<file path="src/rtl/hht_arb_pkg.sv">
// Shared types and defaults for the HHT memory arbiter: requester tag encoding
// and the parameter defaults used by the top level.
package hht_arb_pkg;

  typedef enum logic [1:0] {
    NONE = 2'd0,
    CPU  = 2'd1,
    COL  = 2'd2,
    VAL  = 2'd3
  } req_id_e;

  localparam int unsigned ADDR_W_DEF       = 32;
  localparam int unsigned DATA_W_DEF       = 32;
  localparam int unsigned STARVE_LIMIT_DEF = 4;

  // Response tag to {cpu, col, val} one-hot valid vector.
  function automatic logic [2:0] tag_to_onehot(input req_id_e tag);
    logic [2:0] oh;
    case (tag)
      CPU:     oh = 3'b100;
      COL:     oh = 3'b010;
      VAL:     oh = 3'b001;
      default: oh = 3'b000;
    endcase
    return oh;
  endfunction

endpackage

</file>
<file path="src/rtl/hht_rr2_pick.sv">
// Two-way round-robin picker for the HHT column/value channels. The pointer
// register names the preferred channel (0 = column, 1 = value).
module hht_rr2_pick (
  input  logic clk_i,
  input  logic rst_ni,
  input  logic req0_i,
  input  logic req1_i,
  input  logic adv_i,
  output logic pick0_o,
  output logic pick1_o
);

  logic ptr_q;
  logic ptr_d;

  // Winner selection and pointer next state; after a grant the other channel becomes preferred.
  always_comb begin
    pick0_o = 1'b0;
    pick1_o = 1'b0;
    ptr_d   = ptr_q;
    if (req0_i && req1_i) begin
      pick0_o = ~ptr_q;
      pick1_o = ptr_q;
    end else begin
      pick0_o = req0_i;
      pick1_o = req1_i;
    end
    if (adv_i) begin
      ptr_d = pick0_o;
    end else begin
      ptr_d = ptr_q;
    end
  end

  // Pointer register.
  always_ff @(posedge clk_i or negedge rst_ni) begin
    if (!rst_ni) begin
      ptr_q <= 1'b0;
    end else begin
      ptr_q <= ptr_d;
    end
  end

endmodule

</file>
<file path="src/rtl/hht_mem_arbiter.sv">
// Single-port memory read arbiter between the CPU and the two HHT fetch channels,
// with starvation forcing for HHT and a two-cycle tagged response pipeline.
module hht_mem_arbiter
  import hht_arb_pkg::*;
#(
  parameter int unsigned ADDR_W       = ADDR_W_DEF,
  parameter int unsigned DATA_W       = DATA_W_DEF,
  parameter int unsigned STARVE_LIMIT = STARVE_LIMIT_DEF
) (
  input  logic              Clk,
  input  logic              Rst,
  input  logic              hht_en,
  input  logic              cpu_req,
  input  logic              col_req,
  input  logic              val_req,
  input  logic [ADDR_W-1:0] cpu_addr,
  input  logic [ADDR_W-1:0] col_addr,
  input  logic [ADDR_W-1:0] val_addr,
  output logic              cpu_gnt,
  output logic              col_gnt,
  output logic              val_gnt,
  output logic              cpu_rvalid,
  output logic              col_rvalid,
  output logic              val_rvalid,
  output logic [DATA_W-1:0] rdata,
  output logic              mem_rd,
  output logic [ADDR_W-1:0] mem_addr,
  input  logic [DATA_W-1:0] mem_rdata
);

  localparam logic [3:0] LIMIT = 4'(STARVE_LIMIT);

  logic        col_m_s;
  logic        val_m_s;
  logic        hht_any_s;
  logic        force_s;
  logic        rr_col_s;
  logic        rr_val_s;
  logic        hht_gnt_s;
  req_id_e     gnt_tag_s;
  logic [3:0]  starve_q;
  logic [3:0]  starve_d;
  req_id_e     tag_q;
  logic [2:0]  rv_q;
  logic [DATA_W-1:0] rdata_q;

  assign col_m_s   = col_req & hht_en;
  assign val_m_s   = val_req & hht_en;
  assign hht_any_s = col_m_s | val_m_s;
  assign force_s   = (starve_q == LIMIT);
  assign hht_gnt_s = col_gnt | val_gnt;

  hht_rr2_pick u_rr (
    .clk_i   (Clk),
    .rst_ni  (Rst),
    .req0_i  (col_m_s),
    .req1_i  (val_m_s),
    .adv_i   (hht_gnt_s),
    .pick0_o (rr_col_s),
    .pick1_o (rr_val_s)
  );

  // Grant selection; everything is held at zero while reset is asserted.
  always_comb begin
    cpu_gnt   = 1'b0;
    col_gnt   = 1'b0;
    val_gnt   = 1'b0;
    gnt_tag_s = NONE;
    if (!Rst) begin
      gnt_tag_s = NONE;
    end else if (hht_any_s && (!cpu_req || force_s)) begin
      col_gnt   = rr_col_s;
      val_gnt   = rr_val_s;
      gnt_tag_s = rr_col_s ? COL : VAL;
    end else if (cpu_req) begin
      cpu_gnt   = 1'b1;
      gnt_tag_s = CPU;
    end else begin
      gnt_tag_s = NONE;
    end
  end

  // Memory port address mux.
  always_comb begin
    mem_rd   = cpu_gnt | col_gnt | val_gnt;
    mem_addr = '0;
    case (gnt_tag_s)
      CPU:     mem_addr = cpu_addr;
      COL:     mem_addr = col_addr;
      VAL:     mem_addr = val_addr;
      default: mem_addr = '0;
    endcase
  end

  // Starvation counter next state: counts CPU wins while HHT waits, saturating at the limit.
  always_comb begin
    starve_d = starve_q;
    if (hht_gnt_s || !hht_any_s) begin
      starve_d = 4'd0;
    end else if (cpu_gnt && (starve_q != LIMIT)) begin
      starve_d = starve_q + 4'd1;
    end else begin
      starve_d = starve_q;
    end
  end

  // Starvation counter and response pipeline registers.
  always_ff @(posedge Clk or negedge Rst) begin
    if (!Rst) begin
      starve_q <= 4'd0;
      tag_q    <= NONE;
      rv_q     <= 3'b000;
      rdata_q  <= '0;
    end else begin
      starve_q <= starve_d;
      tag_q    <= gnt_tag_s;
      rv_q     <= tag_to_onehot(tag_q);
      if (tag_q != NONE) begin
        rdata_q <= mem_rdata;
      end else begin
        rdata_q <= rdata_q;
      end
    end
  end

  assign cpu_rvalid = rv_q[2];
  assign col_rvalid = rv_q[1];
  assign val_rvalid = rv_q[0];
  assign rdata      = rdata_q;

endmodule

</file>
<file path="config.mk">
export PLATFORM = sky130hd
export DESIGN_NAME = hht_mem_arbiter
export DESIGN_NICKNAME = d
export VERILOG_FILES = /design/src/rtl/hht_arb_pkg.sv /design/src/rtl/hht_rr2_pick.sv /design/src/rtl/hht_mem_arbiter.sv
export SDC_FILE = /design/constraint.sdc
export NUM_CORES = 1
export LEC_CHECK = 0
export CORE_ASPECT_RATIO = 0.7
export CORE_UTILIZATION = 32
export CTS_CLUSTER_SIZE = 28
export DETAILED_ROUTE_END_ITERATION = 6
export PLACE_DENSITY = 0.82
export SLEW_MARGIN = 20
export SYNTH_ARGS = -nofsm -noshare
export SYNTH_HDL_FRONTEND = slang
export SYNTH_SLANG_ARGS = --single-unit
</file>
<file path="constraint.sdc">
create_clock -name Clk -period 1.9 [get_ports Clk]
set_input_delay 0.19 -clock Clk [delete_from_list [all_inputs] [get_ports Clk]]
set_output_delay 0.19 -clock Clk [all_outputs]
set_load 0.005 [all_outputs]
</file>
==> results of run 1 <==
==> critical path, delay by kind of cell (launching register included) <==
| family | cells | cell delay, ns |
|---|---|---|
| AND/OR/NAND/NOR | 2 | 0.14 |
| adder cells (fa/ha/maj) | 1 | 0.16 |
| flip-flops | 1 | 0.38 |
| AO/OA/AOI/OAI | 2 | 0.50 |
| buffers and inverters | 6 | 0.68 |
==> power by group through the flow <==
stage          combinational (uW)  clock (uW)  sequential (uW)
2_1_floorplan                 274           0             1110
3_3_place_gp                  951           0             1100
3_5_place_dp                  962           0             1110
4_1_cts                       967         725             1090
5_1_grt                      1040         766             1110
6_report                      984         708             1090
==> cells by family after synthesis <==
| kind of cell | after synthesis |
|---|---|
| flip-flops | 42 |
| AO/OA/AOI/OAI | 46 |
| multiplexers | 32 |
| AND/OR/NAND/NOR | 54 |
| adder cells (fa/ha/maj) | 2 |
| buffers and inverters | 19 |
==> through the flow <==
step                      worst slack, ns  cell area, um^2
final                              -0.446             4870
after global placement             -0.536             4530
after floorplan                     0.111             2350
after CTS                          -0.656             4740
after global routing               -0.544             4870
after detailed placement           -0.549             4530
==> final timing paths <==
check | end | slack (ns) | depth (start not counted)
min in group Clk | u_rr.ptr_q$_DFFE_PN0P_ | 0.33 | 4
min reg2reg | rv_q[2]$_DFF_PN0_ | 0.49 | 1
max reg2reg | u_rr.ptr_q$_DFFE_PN0P_ | 0.43 | 6
max | mem_addr[21] | -0.45 | 11
max in group asynchronous | rdata[7]$_DFFE_PN0P_ | 1.26 | 3
min | u_rr.ptr_q$_DFFE_PN0P_ | 0.24 | 3
==> registers in the layout, summed over array words and instances, names as in the netlist <==
signal,cells
u_rr.ptr_q,1
rdata,32
tag_q,2
rv_q,3
starve_q,4
==> metal layers <==
layer	GRT usage	vias up	part of all wire
met5	0	-	0
met4	0.0397	0	0.0093
met3	0.0506	14	0.060
met2	0.364	115	0.48
met1	0.293	1285	0.45
li1	-	1215	-
==> layout by cell type (no fill, tap or decap), drive strengths merged <==
cell	netlist	layout
a221o	32	32
nor4b	1	1
and2	33	33
nor2b	2	2
inv	5	5
nand3b	1	1
clkdlybuf4s50	0	167
mux2	32	32
a211oi	1	1
a21oi	6	6
nor3b	2	2
nor3	2	2
buf	13	52
nor2	2	2
dlymetal6s2s	0	7
bufinv	0	1
o41ai	1	1
dfrtp	42	42
clkbuf	1	15
nand3	4	4
o21a	2	2
ha	2	2
nand2b	2	2
clkinvlp	0	1
clkdlybuf4s15	0	3
nand2	4	4
o21ai	3	3
o311a	1	3
and3	1	1
==> final cells by class <==
| type | instances | area, um^2 |
|---|---|---|
| well taps | 94 | 118 |
| multi-input cells | 136 | 1230 |
| repair buffers | 238 | 2340 |
| fillers | 570 | 2080 |
| clock buffers | 6 | 72.6 |
| clock inverters | 2 | 37.5 |
| inverters | 5 | 18.8 |
| flip-flops and latches | 42 | 1050 |
==> what timing repair did <==
action | in CTS | in global routing
setup buffers | 4 | 11
hold buffers | 0 | 0
endpoints found under the setup margin | 35 | 36
gates cloned | 2 | 5
resized for setup | 77 | 68
pin swaps | 3 | 28
==> impl_results.html, run 1 <==
<table>
<tr><th>Metric</th><th>Value</th></tr>
<tr><th colspan="2">Clocking</th></tr>
<tr><td>CTS Buf Count</td><td>5</td></tr>
<tr><td>CTS tree</td><td>yes</td></tr>
<tr><td>Clock root cell</td><td>sky130_fd_sc_hd__clkbuf_8</td></tr>
<tr><td>Num Clock Sinks</td><td>42</td></tr>
<tr><td>Clock latency reported for the late side of the worst-skew pair</td><td>0.29 ns</td></tr>
<tr><td>Largest buffer count on any clock path</td><td>2</td></tr>
<tr><td>Maximum level of the CTS H-tree</td><td>2</td></tr>
<tr><td>Clock slew at reported path FFs</td><td>0.09 ns</td></tr>
<tr><th colspan="2">Routing</th></tr>
<tr><td>Iteration count of the initial detailed-routing pass</td><td>4</td></tr>
<tr><td>Count of routing violations after the opening detailed-route iteration</td><td>127</td></tr>
<tr><td>Per-cell via count in the routed design</td><td>5.03</td></tr>
<tr><td>Antenna-violating nets left</td><td>0</td></tr>
<tr><td>Routed via count</td><td>2629</td></tr>
<tr><td>Total detailed-routing wirelength</td><td>9930 um</td></tr>
<tr><td>DRC violation count after routing</td><td>0</td></tr>
<tr><td>Average routed wire per standard cell</td><td>19.0 um</td></tr>
<tr><th colspan="2">Timing</th></tr>
<tr><td>Normalized max-slew margin</td><td>0.615</td></tr>
<tr><td>Unrepaired setup endpoints after global routing</td><td>true</td></tr>
<tr><td>Maximum clock frequency</td><td>426 MHz</td></tr>
<tr><td>Setup clock skew after layout</td><td>0.0150 ns</td></tr>
<tr><td>Fraction of the cycle the final worst path needs</td><td>1.23</td></tr>
<tr><td>Total of endpoints with negative setup slack in the final report</td><td>34</td></tr>
<tr><td>Worst slew pin tran</td><td>0.578 ns</td></tr>
<tr><td>Final slew viol count</td><td>0</td></tr>
<tr><td>Number of failing hold endpoints at the final stage</td><td>0</td></tr>
<tr><td>Final worst-path setup slack</td><td>-0.446 ns</td></tr>
<tr><td>Accumulated negative setup slack</td><td>-13.25 ns</td></tr>
<tr><td>Worst Hold Margin</td><td>0.237 ns</td></tr>
<tr><td>Final period demand of the worst path</td><td>2.35 ns</td></tr>
<tr><th colspan="2">Cells and area</th></tr>
<tr><td>Inserted Diodes</td><td>0</td></tr>
<tr><td>Final cell count without fillers</td><td>523</td></tr>
<tr><td>Share of layout cells above drive strength 1</td><td>0.273</td></tr>
<tr><td>Layout Nets</td><td>564</td></tr>
<tr><td>End-of-flow core utilization</td><td>0.701</td></tr>
<tr><td>Area growth, synth to finish</td><td>107%</td></tr>
<tr><th colspan="2">Critical path</th></tr>
<tr><td>Kind of launch point of the worst setup path</td><td>flip-flop</td></tr>
<tr><td>Worst path arrival time</td><td>2.16 ns</td></tr>
<tr><td>Startpoint of the most critical register-to-register path</td><td>starve_q[1]$_DFFE_PN0P_</td></tr>
<tr><td>Critical path peak fanout</td><td>5</td></tr>
<tr><td>Critical path startpoint</td><td>starve_q[1]$_DFFE_PN0P_</td></tr>
<tr><td>Critical path class</td><td>reg -&gt; out</td></tr>
<tr><td>Series of cell instances along the critical path</td><td>inv_2 -&gt; ha_4 -&gt; nand2_4 -&gt; o21a_4 -&gt; nor3b_4 -&gt; buf_6 -&gt; buf_12 -&gt; buf_6 -&gt; buf_6 -&gt; a221o_1 -&gt; buf_2</td></tr>
<tr><td>CP required</td><td>1.71 ns</td></tr>
<tr><td>Critical-path cell with the highest stage delay</td><td>sky130_fd_sc_hd__dfrtp_1</td></tr>
<tr><td>Element type at the critical path end</td><td>output port</td></tr>
<tr><td>Critical Path Max Stage Delay</td><td>0.38 ns</td></tr>
<tr><td>Crit-path most repeated cell</td><td>sky130_fd_sc_hd__buf_6</td></tr>
<tr><th colspan="2">Logic synthesis</th></tr>
<tr><td>Leading cell type by number of instances after synthesis</td><td>sky130_fd_sc_hd__dfrtp_1</td></tr>
<tr><td>Post-synth top cells</td><td>42 x sky130_fd_sc_hd__dfrtp_1, 32 x sky130_fd_sc_hd__a221o_1, 32 x sky130_fd_sc_hd__and2_0, 32 x sky130_fd_sc_hd__mux2_2, 10 x sky130_fd_sc_hd__buf_6</td></tr>
<tr><td>Async set-reset flop share out of synthesis</td><td>1.00</td></tr>
<tr><td>Syn Std Cell Area</td><td>2350 um^2</td></tr>
<tr><td>Leading post-synthesis cells by cell area</td><td>sky130_fd_sc_hd__dfrtp_1 45%, sky130_fd_sc_hd__mux2_2 15%, sky130_fd_sc_hd__a221o_1 14%, sky130_fd_sc_hd__and2_0 8.5%, sky130_fd_sc_hd__buf_6 4.8%</td></tr>
<tr><td>Area share of the largest cell type after synthesis</td><td>0.446</td></tr>
<tr><td>Synthesis-stage register bit count</td><td>42</td></tr>
<tr><td>Sequential cell area fraction in the yosys report</td><td>0.446</td></tr>
<tr><td>Proportion of synthesized area in mux cells</td><td>0.153</td></tr>
<tr><td>Dominant register cell in the synthesized netlist</td><td>sky130_fd_sc_hd__dfrtp_1</td></tr>
<tr><td>Post-synthesis average cell area</td><td>12.1 um^2</td></tr>
<tr><td>Main combinational cell family by area after synthesis</td><td>compound AO/OA/AOI/OAI gates</td></tr>
<tr><td>Simple-gate share of the synthesized area</td><td>0.147</td></tr>
<tr><td>Post-synth EDFFs</td><td>0</td></tr>
<tr><td>Unique masters post-synth</td><td>31</td></tr>
<tr><td>Synthesized-area fraction occupied by adder cells</td><td>0.0106</td></tr>
<tr><td>Synth warn</td><td>0</td></tr>
<tr><td>Area fraction in compound gates after synthesis</td><td>0.179</td></tr>
<tr><td>Cell count after synthesis</td><td>195</td></tr>
<tr><td>Post-synthesis net count</td><td>331</td></tr>
<tr><td>Cell type with the highest aggregate area in the netlist</td><td>sky130_fd_sc_hd__dfrtp_1</td></tr>
<tr><td>Xor/xnor cell area share of the yosys netlist</td><td>0</td></tr>
<tr><th colspan="2">Power and ir drop</th></tr>
<tr><td>Switching power</td><td>679 uW</td></tr>
<tr><td>Sequential fraction of design power</td><td>0.391</td></tr>
<tr><td>Static leakage</td><td>0.00215 uW</td></tr>
<tr><td>Total power consumption of the routed design</td><td>2780 uW</td></tr>
<tr><td>Sw Ratio</td><td>0.244</td></tr>
<tr><td>Power density cells</td><td>571 nW/um^2</td></tr>
<tr><td>VDD IR max</td><td>0.510 mV</td></tr>
<tr><td>Gate power share</td><td>0.354</td></tr>
<tr><td>Cell Int Power</td><td>2100 uW</td></tr>
<tr><td>Relative contribution of the clock network to total power</td><td>0.255</td></tr>
<tr><th colspan="2">Status</th></tr>
<tr><td>Status</td><td>finished with violations</td></tr>
<tr><td>Violated checks</td><td>negative setup slack</td></tr>
<tr><th colspan="2">Global routing</th></tr>
<tr><td>Congestion Overflow GR</td><td>0</td></tr>
<tr><td>Number of antenna violations at the first check in global routing</td><td>0</td></tr>
<tr><td>First-pass GRT wire length</td><td>12900 um</td></tr>
<tr><td>Largest net degree at the start of global routing</td><td>48</td></tr>
<tr><td>Total global routing track utilization</td><td>0.218</td></tr>
<tr><td>Vias in the first global route</td><td>2421</td></tr>
<tr><th colspan="2">Die</th></tr>
<tr><td>Die height</td><td>73.8 um</td></tr>
<tr><td>Number of ports placed on the die boundary</td><td>205</td></tr>
<tr><td>Initial Utilization</td><td>0.339</td></tr>
<tr><td>Core footprint</td><td>6940 um^2</td></tr>
<tr><td>Die width</td><td>105 um</td></tr>
<tr><td>Row count</td><td>25</td></tr>
<tr><td>Die area</td><td>7710 um^2</td></tr>
<tr><th colspan="2">Placed design</th></tr>
<tr><td>Total instance count after detailed placement</td><td>494</td></tr>
<tr><td>Count of input and output buffers</td><td>204</td></tr>
<tr><td>Final HPWL DP</td><td>6600 um</td></tr>
<tr><td>Global placer's final weighted congestion</td><td>0.781</td></tr>
<tr><th colspan="2">Job</th></tr>
<tr><td>Max-cap check violation count</td><td>0</td></tr>
<tr><th colspan="2">Worst hold path</th></tr>
<tr><td>Worst Hold Class</td><td>in -&gt; async</td></tr>
</table>
(Power assumes the default switching activity.)
==> run 2, diff against run 1 <==
--- a/config.mk
+++ b/config.mk
@@ -9,6 +9,7 @@
 export CORE_UTILIZATION = 32
 export CTS_CLUSTER_SIZE = 28
 export DETAILED_ROUTE_END_ITERATION = 6
+export GPL_ROUTABILITY_DRIVEN = 0
 export PLACE_DENSITY = 0.82
 export SLEW_MARGIN = 20
 export SYNTH_ARGS = -nofsm -noshare
==> results of run 2 <==
Final layout, timing and power as in run 1 (identical DEF).
